### src/rtl/accel_feeder.sv
// accel_feeder: operand FIFO feeding a start/busy accelerator and holding its result for a ready/valid sink.
// Define ACCEL_FEEDER_STATS_EN to enable the completed-job counter on done_cnt_o.
module accel_feeder #(
    parameter int DEPTH = 4
) (
    input  logic                     clk_i,
    input  logic                     rst_i,
    input  logic                     in_valid_i,
    output logic                     in_ready_o,
    input  logic [7:0]               a_i,
    input  logic [7:0]               b_i,
    output logic                     acc_start_o,
    output logic [7:0]               acc_a_o,
    output logic [7:0]               acc_b_o,
    input  logic                     acc_busy_i,
    input  logic [15:0]              acc_y_i,
    output logic                     res_valid_o,
    input  logic                     res_ready_i,
    output logic [15:0]              res_y_o,
    output logic [$clog2(DEPTH):0]   fifo_count_o,
    output logic [15:0]              done_cnt_o
);
    localparam int AW = $clog2(DEPTH);
    localparam int CW = AW + 1;

    typedef enum logic [1:0] {IDLE, START, WAIT_BUSY, WAIT_DONE} state_t;

    state_t        state_q;
    logic [15:0]   mem_q [DEPTH];
    logic [AW-1:0] wr_ptr_q, rd_ptr_q;
    logic [CW-1:0] count_q, count_d;
    logic          start_q, res_valid_q;
    logic [7:0]    a_q, b_q;
    logic [15:0]   res_y_q;
    logic          push, pop, capture;

    assign in_ready_o   = count_q != CW'(DEPTH);
    assign push         = in_valid_i && in_ready_o;
    // A pop is the only way into START, so it is gated on the result slot being free.
    assign pop          = (state_q == IDLE) && (count_q != '0) && (!res_valid_q || res_ready_i);
    assign capture      = (state_q == WAIT_DONE) && !acc_busy_i;
    assign count_d      = (push && !pop) ? count_q + CW'(1) :
                          (pop && !push) ? count_q - CW'(1) : count_q;

    assign fifo_count_o = count_q;
    assign acc_start_o  = start_q;
    assign acc_a_o      = a_q;
    assign acc_b_o      = b_q;
    assign res_valid_o  = res_valid_q;
    assign res_y_o      = res_y_q;

    always_ff @(posedge clk_i) begin
        if (push) mem_q[wr_ptr_q] <= {a_i, b_i};
    end

    always_ff @(posedge clk_i or negedge rst_i) begin
        if (!rst_i) begin
            wr_ptr_q <= '0;
            rd_ptr_q <= '0;
            count_q  <= '0;
        end else begin
            if (push) wr_ptr_q <= wr_ptr_q + AW'(1);
            if (pop) rd_ptr_q <= rd_ptr_q + AW'(1);
            count_q <= count_d;
        end
    end

    always_ff @(posedge clk_i or negedge rst_i) begin
        if (!rst_i) begin
            state_q     <= IDLE;
            start_q     <= 1'b0;
            a_q         <= '0;
            b_q         <= '0;
            res_valid_q <= 1'b0;
            res_y_q     <= '0;
        end else begin
            case (state_q)
                IDLE: begin
                    if (pop) begin
                        {a_q, b_q} <= mem_q[rd_ptr_q];
                        start_q    <= 1'b1;
                        state_q    <= START;
                    end
                end
                START: begin
                    start_q <= 1'b0;
                    state_q <= WAIT_BUSY;
                end
                WAIT_BUSY: if (acc_busy_i) state_q <= WAIT_DONE;
                WAIT_DONE: if (!acc_busy_i) state_q <= IDLE;
            endcase
            if (capture) begin
                res_valid_q <= 1'b1;
                res_y_q     <= acc_y_i;
            end else if (res_valid_q && res_ready_i) begin
                res_valid_q <= 1'b0;
            end
        end
    end

`ifdef ACCEL_FEEDER_STATS_EN
    logic [15:0] done_q;

    always_ff @(posedge clk_i or negedge rst_i) begin
        if (!rst_i) done_q <= '0;
        else if (capture) done_q <= done_q + 16'd1;
    end

    assign done_cnt_o = done_q;
`else
    assign done_cnt_o = '0;
`endif
endmodule

### config.mk
export PLATFORM = sky130hd
export DESIGN_NAME = accel_feeder
export DESIGN_NICKNAME = d
export VERILOG_FILES = /design/src/rtl/accel_feeder.sv
export SDC_FILE = /design/constraint.sdc
export NUM_CORES = 1
export LEC_CHECK = 0
export CAP_MARGIN = 30
export CORE_MARGIN = 4
export CORE_UTILIZATION = 45
export DETAILED_ROUTE_END_ITERATION = 8
export PLACE_DENSITY = 0.76
export REMOVE_ABC_BUFFERS = 1
export SYNTH_ARGS = -nofsm -noshare
export SYNTH_HDL_FRONTEND = slang
export SYNTH_SLANG_ARGS = --single-unit
### constraint.sdc
create_clock -name clk_i -period 5.2 [get_ports clk_i]
set_clock_uncertainty 0.05 [all_clocks]
set_input_delay 0.78 -clock clk_i [delete_from_list [all_inputs] [get_ports clk_i]]
set_output_delay 0.78 -clock clk_i [all_outputs]
set_load 0.005 [all_outputs]
==> impl_metrics.toml, run 1 <==
[grt]
grt_overflow_total = 0
grt_max_degree = 44
grtUsageTotal_pct = 13.2
antenna_found_initial = 0
grt_pass1_wl_um = 11400
grt_pass1_vias = 2233

[cts]
clkSinkCount = 107
cts_hold_repair.buffers = 0
cts_buffer_depth = 2
post_cts_buffers = 0
clk_latency_ns = 0.36
clk_pin_slew_ns = 0.09
clockRootBuffer = "clkbuf_8"
post_cts_resized = 0
cts_tree = "done"
cts_buffers = 9
htree_levels = 3

[worst_setup_path]
critPathBufInv = 2
path_depth = 7
crit_fanout = 18
worst_setup_path_end_kind = "flop"
crit_end = "fifo_count_o[1]$_DFFE_PN0P_"
r2r_cells = 8
crit_path_cell_trace = "clkdlybuf4s50_1 -> nand2b_1 -> nand3_4 -> ha_1 -> inv_1 -> fa_1 -> mux2_2"
cp_slowest_stage_delay_ns = 0.47
cp_top_family = "adder cells"
criticalPathCategory = "in2reg"
required_ns = 5.39
crit_start = "res_ready_i"
timing.rr.start = "fifo_count_o[0]$_DFFE_PN0P_"
r2r_slack_ns = 2.65
start_kind = "input port"
cp_slowest_cell = "clkdlybuf4s50_1"
critPathArrivalTime_ns = 2.88
worstReg2RegEnd = "fifo_count_o[2]$_DFFE_PN0P_"

[power_and_ir_drop]
pwr-share-seq_pct = 45.2
swShare_pct = 27.9
vdd_ir_drop_max_mv = 0.206
p_sw_uw = 833
intPower_uw = 2150
p_comb_share_pct = 37.7
p_leak_uw = 0.00207
clockPowerShare_pct = 17.0
p_per_area_nw_per_um2 = 551

[floorplan]
die_w_um = 107
start_util_pct = 46.7
die_h_um = 107
placementRows = 35
io-pin-count = 91
die-area_um2 = 11400
coreArea_um2 = 9370

[timing]
setup_violations = 0
fin_crit_sh_pct = 51.7
maxSlewHeadroom_pct = 42.7
setup_tns_ns = 0
worst_slew_pin_slew_ns = 0.859
timing.fmax_mhz = 372
min_period_ns = 2.69
rsz0062_at_grt = "false"
hold_viol = 0
drv_slew = 0
fin_ws_ns = 2.51

[placement]
dpl.hpwl_um = 4890
post_dp_cell_area_um2 = 5180
gp_congestion = 0.716
pre_cts_slack_ns = 2.15
io_buffers = 74

[logic_synthesis]
synth_cell_types = 32
yosys-top-cells-count = "edfxtp_1 (64), dfrtp_1 (43), mux2_2 (27)"
syn_inst = 228
synth_edf_count = 64
synth-seq-cells = 107
ys_warn_count = 0
ys_seq_area_share_pct = 68.5
syn_area_um2 = 4380
synth_most_common_cell = "edfxtp_1"
yosysTopAreaCell = "edfxtp_1"
ys.flop_type = "edfxtp_1"
synth_top_area_share_pct = 43.9
synth-async-reset-ratio_pct = 40.2
avgSynthCellArea_um2 = 19.2
synthTopCellsByArea = "edfxtp_1 (44%), dfrtp_1 (25%), mux2_2 (6.9%)"

[route]
first_pass_iters = 4
postRouteAntennaNets = 0
drc = 0
drt-total-wl_um = 7180
drt_iter0_markers = 54
dr_total_vias = 2148
post_drt_wl_per_cell_um = 16.3
via_per_inst = 4.86

[hold_path]
hp-class = "in2async"

[run]
maxCapViolCount = 0

[finish]
drive_gt1_share_pct = 20.1
nets = 356
area_growth_pct = 23.8
final_area_um2 = 5420
diodes = 0

[status]
status = "finished clean"
-- metrics by stage --
stage	hold WS [ns]	util, %	power (µW)	cells
after floorplan	0.434	-	1980	220
after detailed placement	0.444	55.3	2520	425
after CTS	0.466	57.5	3020	441
after global routing	0.338	57.8	3170	442
after global placement	0.438	54.9	2440	423
final	0.322	57.8	2980	442
-- layout make-up --
cell class / count / area [µm²]
Fill cell: 721 / 3950
Inverter: 7 / 26.3
Clock inverter: 2 / 16.3
Sequential cell: 107 / 3000
Multi-Input combinational cell: 106 / 1220
Tap cell: 129 / 161
Clock buffer: 14 / 195
Timing Repair Buffer: 77 / 798
-- worst register-to-register path, cell delays in order, from the launching register on --
cell,delay [ns]
dfrtp_1,0.45
or3_1,0.50
nand3_4,0.35
ha_1,0.25
inv_1,0.06
fa_1,0.37
xor2_1,0.17
nor2_1,0.12
xor2_1,0.15
-- layout by cell type, fill, tap and decap left out, types with 2 or more instances in the layout --
master           instances
clkdlybuf4s50_1         73
mux2i_1                  2
mux2_4                   8
xor2_1                   2
buf_16                   2
conb_1                  16
clkbuf_16                2
clkbuf_8                10
mux4_2                   8
ha_1                    10
and2_1                   4
mux4_1                   8
xnor2_1                  4
dfrtp_1                 43
mux2_2                  27
inv_1                    7
clkbuf_1                 2
edfxtp_1                64
nor2_1                   4
-- sequential cells by signal, indices dropped and copies added, names as in the netlist --
register and flops:
res_y_o 16, acc_start_o 1, acc_b_o 8, fifo_count_o 3, wr_ptr_q 2, mem_q 64
state_q 2, rd_ptr_q 2, acc_a_o 8, res_valid_o 1
-- cells by family (layout without fill, tap and decap cells) --
kind of cell             after synthesis  in the layout  synth area share, %
flip-flops                           107            107                 68.5
multiplexers                          53             53                 19.1
buffers and inverters                 30            100                 4.80
AND/OR/NAND/NOR                       14             14                 2.00
adder cells (fa/ha/maj)               11             11                 3.32
AO/OA/AOI/OAI                          6              6                 1.00
XOR/XNOR                               6              6                 1.20
other                                  1             16               0.0857
-- power groups by stage --
| stage | registers [µW] | logic (µW) | clock network [µW] |
|---|---|---|---|
| after CTS | 1360 | 1150 | 520 |
| after global routing | 1390 | 1230 | 553 |
| after global placement | 1390 | 1050 | 0 |
| after floorplan | 1370 | 607 | 0 |
| after detailed placement | 1370 | 1150 | 0 |
| final | 1350 | 1130 | 508 |
-- worst min path at each step --
stage	endpoint	startpoint	slack, ns	cells past startpoint
floorplan	acc_a_o[0]$_DFFE_PN0P_	rst_i	0.43	0
CTS	res_y_o[13]$_DFFE_PN0P_	res_y_o[13]$_DFFE_PN0P_	0.47	1
global placement	res_y_o[4]$_DFFE_PN0P_	res_y_o[4]$_DFFE_PN0P_	0.44	1
finish	res_y_o[6]$_DFFE_PN0P_	rst_i	0.32	1
global route	res_y_o[6]$_DFFE_PN0P_	rst_i	0.34	1
detailed placement	res_y_o[6]$_DFFE_PN0P_	res_y_o[6]$_DFFE_PN0P_	0.44	1
-- layer usage --
metal	share of wire, %	global-route usage, %	wire length (µm)
met1	45	17.2	3200
met2	47	21.1	3380
met3	7.0	3.79	502
met4	1.4	4.66	103
met5	0	0	0
Note: power is estimated with default switching activity, not from simulation.
==> run 2, diff against run 1 <==
clock period = 2.6 ns   (was 5.2 ns; I/O delays follow)
==> impl_metrics.toml, run 2 (synthesis gave the netlist of run 1 again) <==
[timing]
worst_slew_pin_slew_ns = 0.742
whs_ns = 0.0226
fin_crit_sh_pct = 86.4
setup_violations = 0
timing.fmax_mhz = 445
maxSlewHeadroom_pct = 50.5
hold_viol = 0
rsz0062_at_grt = "false"
setup_tns_ns = 0
min_period_ns = 2.25
drv_slew = 0

[cts]
post_cts_buffers = 0
clockRootBuffer = "clkbuf_8"
clk_latency_ns = 0.37
cts_hold_repair.buffers = 0
cts_buffers = 9
htree_levels = 3
post_cts_resized = 0
clk_pin_slew_ns = 0.11
clkSinkCount = 107
cts_tree = "done"
cts_buffer_depth = 2

[grt]
grt_overflow_total = 0
grt_pass1_vias = 2267
grtUsageTotal_pct = 13.8
antenna_found_initial = 0
grt_max_degree = 44
grt_pass1_wl_um = 11900

[worst_setup_path]
cp_top_family = "simple AND/OR/NAND/NOR gates"
crit_path_cell_trace = "or3_1 -> nand3_4 -> ha_1 -> inv_1 -> fa_1 -> xor2_1 -> nor2_1 -> xor2_1"
cp_slowest_cell = "or3_1"
criticalPathCategory = "reg2reg"
r2r_slack_ns = 0.35
worst_setup_path_end_kind = "flop"
cp_slowest_stage_delay_ns = 0.51
cpMostUsedCell = "xor2_1"
crit_fanout = 5
required_ns = 2.85
critPathBufInv = 1
critPathArrivalTime_ns = 2.50
start_kind = "flop"

[finish]
area_growth_pct = 23.6
layout_common_cells = "clkdlybuf4s50_1 (73), edfxtp_1 (64), dfrtp_1 (43), mux2_2 (27), conb_1 (16)"
nFillCells = 735
drive_gt1_share_pct = 22.4
final_area_um2 = 5410
largest_reg_flops = 64
nets = 364
regMostFlops = "mem_q"
diodes = 0
final_cells = 450
final_common_cell = "clkdlybuf4s50_1"

[route]
drt_iter0_markers = 91
first_pass_iters = 4
drt-total-wl_um = 7290
via_per_inst = 4.85
drc = 0
postRouteAntennaNets = 0
post_drt_wl_per_cell_um = 16.2
dr_total_vias = 2183

[power_and_ir_drop]
p_per_area_nw_per_um2 = 1090
vdd_ir_drop_max_mv = 0.429
p_leak_uw = 0.00208

[placement]
gp_congestion = 0.709
post_dp_cell_area_um2 = 5230
dpl.hpwl_um = 4950
io_buffers = 74
dp.cells = 434

[floorplan]
die_w_um = 107
die_h_um = 107
io-pin-count = 91
coreArea_um2 = 9370
die-area_um2 = 11400
placementRows = 35
start_util_pct = 46.7

[run]
maxCapViolCount = 0

[hold_path]
hp-class = "in2async"

[status]
status = "finished clean"
## run 2: changes by cell type in the layout (fill, tap and decap cells not counted), sizes merged
cell / change
clkinvlp: +1
clkinv: +1
clkbuf: -5
buf: +8
inv: +3
## run 2: routing by layer
layer	up-vias	track usage, %	wire, µm
met2	89	21.9	3390
li1	1001	-	-
met1	1082	17.8	3180
met5	-	0	0
met3	11	4.52	604
met4	0	5.21	110
## run 2: path summary, 6_finish.rpt
kind,startpoint,endpoint,depth (start not counted)
min reg2reg,res_y_o[15]$_DFFE_PN0P_,res_y_o[15]$_DFFE_PN0P_,1
min in group clk_i,res_y_o[15]$_DFFE_PN0P_,res_y_o[15]$_DFFE_PN0P_,1
max,fifo_count_o[1]$_DFFE_PN0P_,fifo_count_o[2]$_DFFE_PN0P_,8
max reg2reg,fifo_count_o[1]$_DFFE_PN0P_,fifo_count_o[2]$_DFFE_PN0P_,8
min,rst_i,res_y_o[6]$_DFFE_PN0P_,2
max in group asynchronous,rst_i,acc_a_o[5]$_DFFE_PN0P_,2
## run 2: worst reg2reg max path: stages (launching register included)
cell and delay [ns]:
dfrtp_1 0.45, or3_1 0.51, nand3_4 0.12, ha_1 0.19, inv_1 0.06, fa_1 0.37
xor2_1 0.17, nor2_1 0.11, xor2_1 0.15
## run 2: power breakdown
part           internal, µW  switching (µW)  leakage [µW]
Combinational          1430             848      0.000896
Sequential             2380             294       0.00109
Clock                   363             581     0.0000873
## run 2: final cells by class
class | count | area, µm² | area share (%)
inverters | 7 | 26.3 | 0.486
multi-input cells | 106 | 1220 | 22.6
clock inverters | 7 | 58.8 | 1.09
repair buffers | 85 | 818 | 15.1
clock buffers | 9 | 124 | 2.29
flip-flops and latches | 107 | 3000 | 55.4
well taps | 129 | 161 | 2.98
## run 2: stage by stage
step                      setup WS, ns  utilization, %  power, µW
after floorplan                  0.276               -       3950
after global placement           0.296            55.8       4950
after detailed placement         0.253            55.8       5040
after CTS                        0.340            57.7       5990
after global routing             0.223            57.7       6290
final                            0.355            57.7       5900
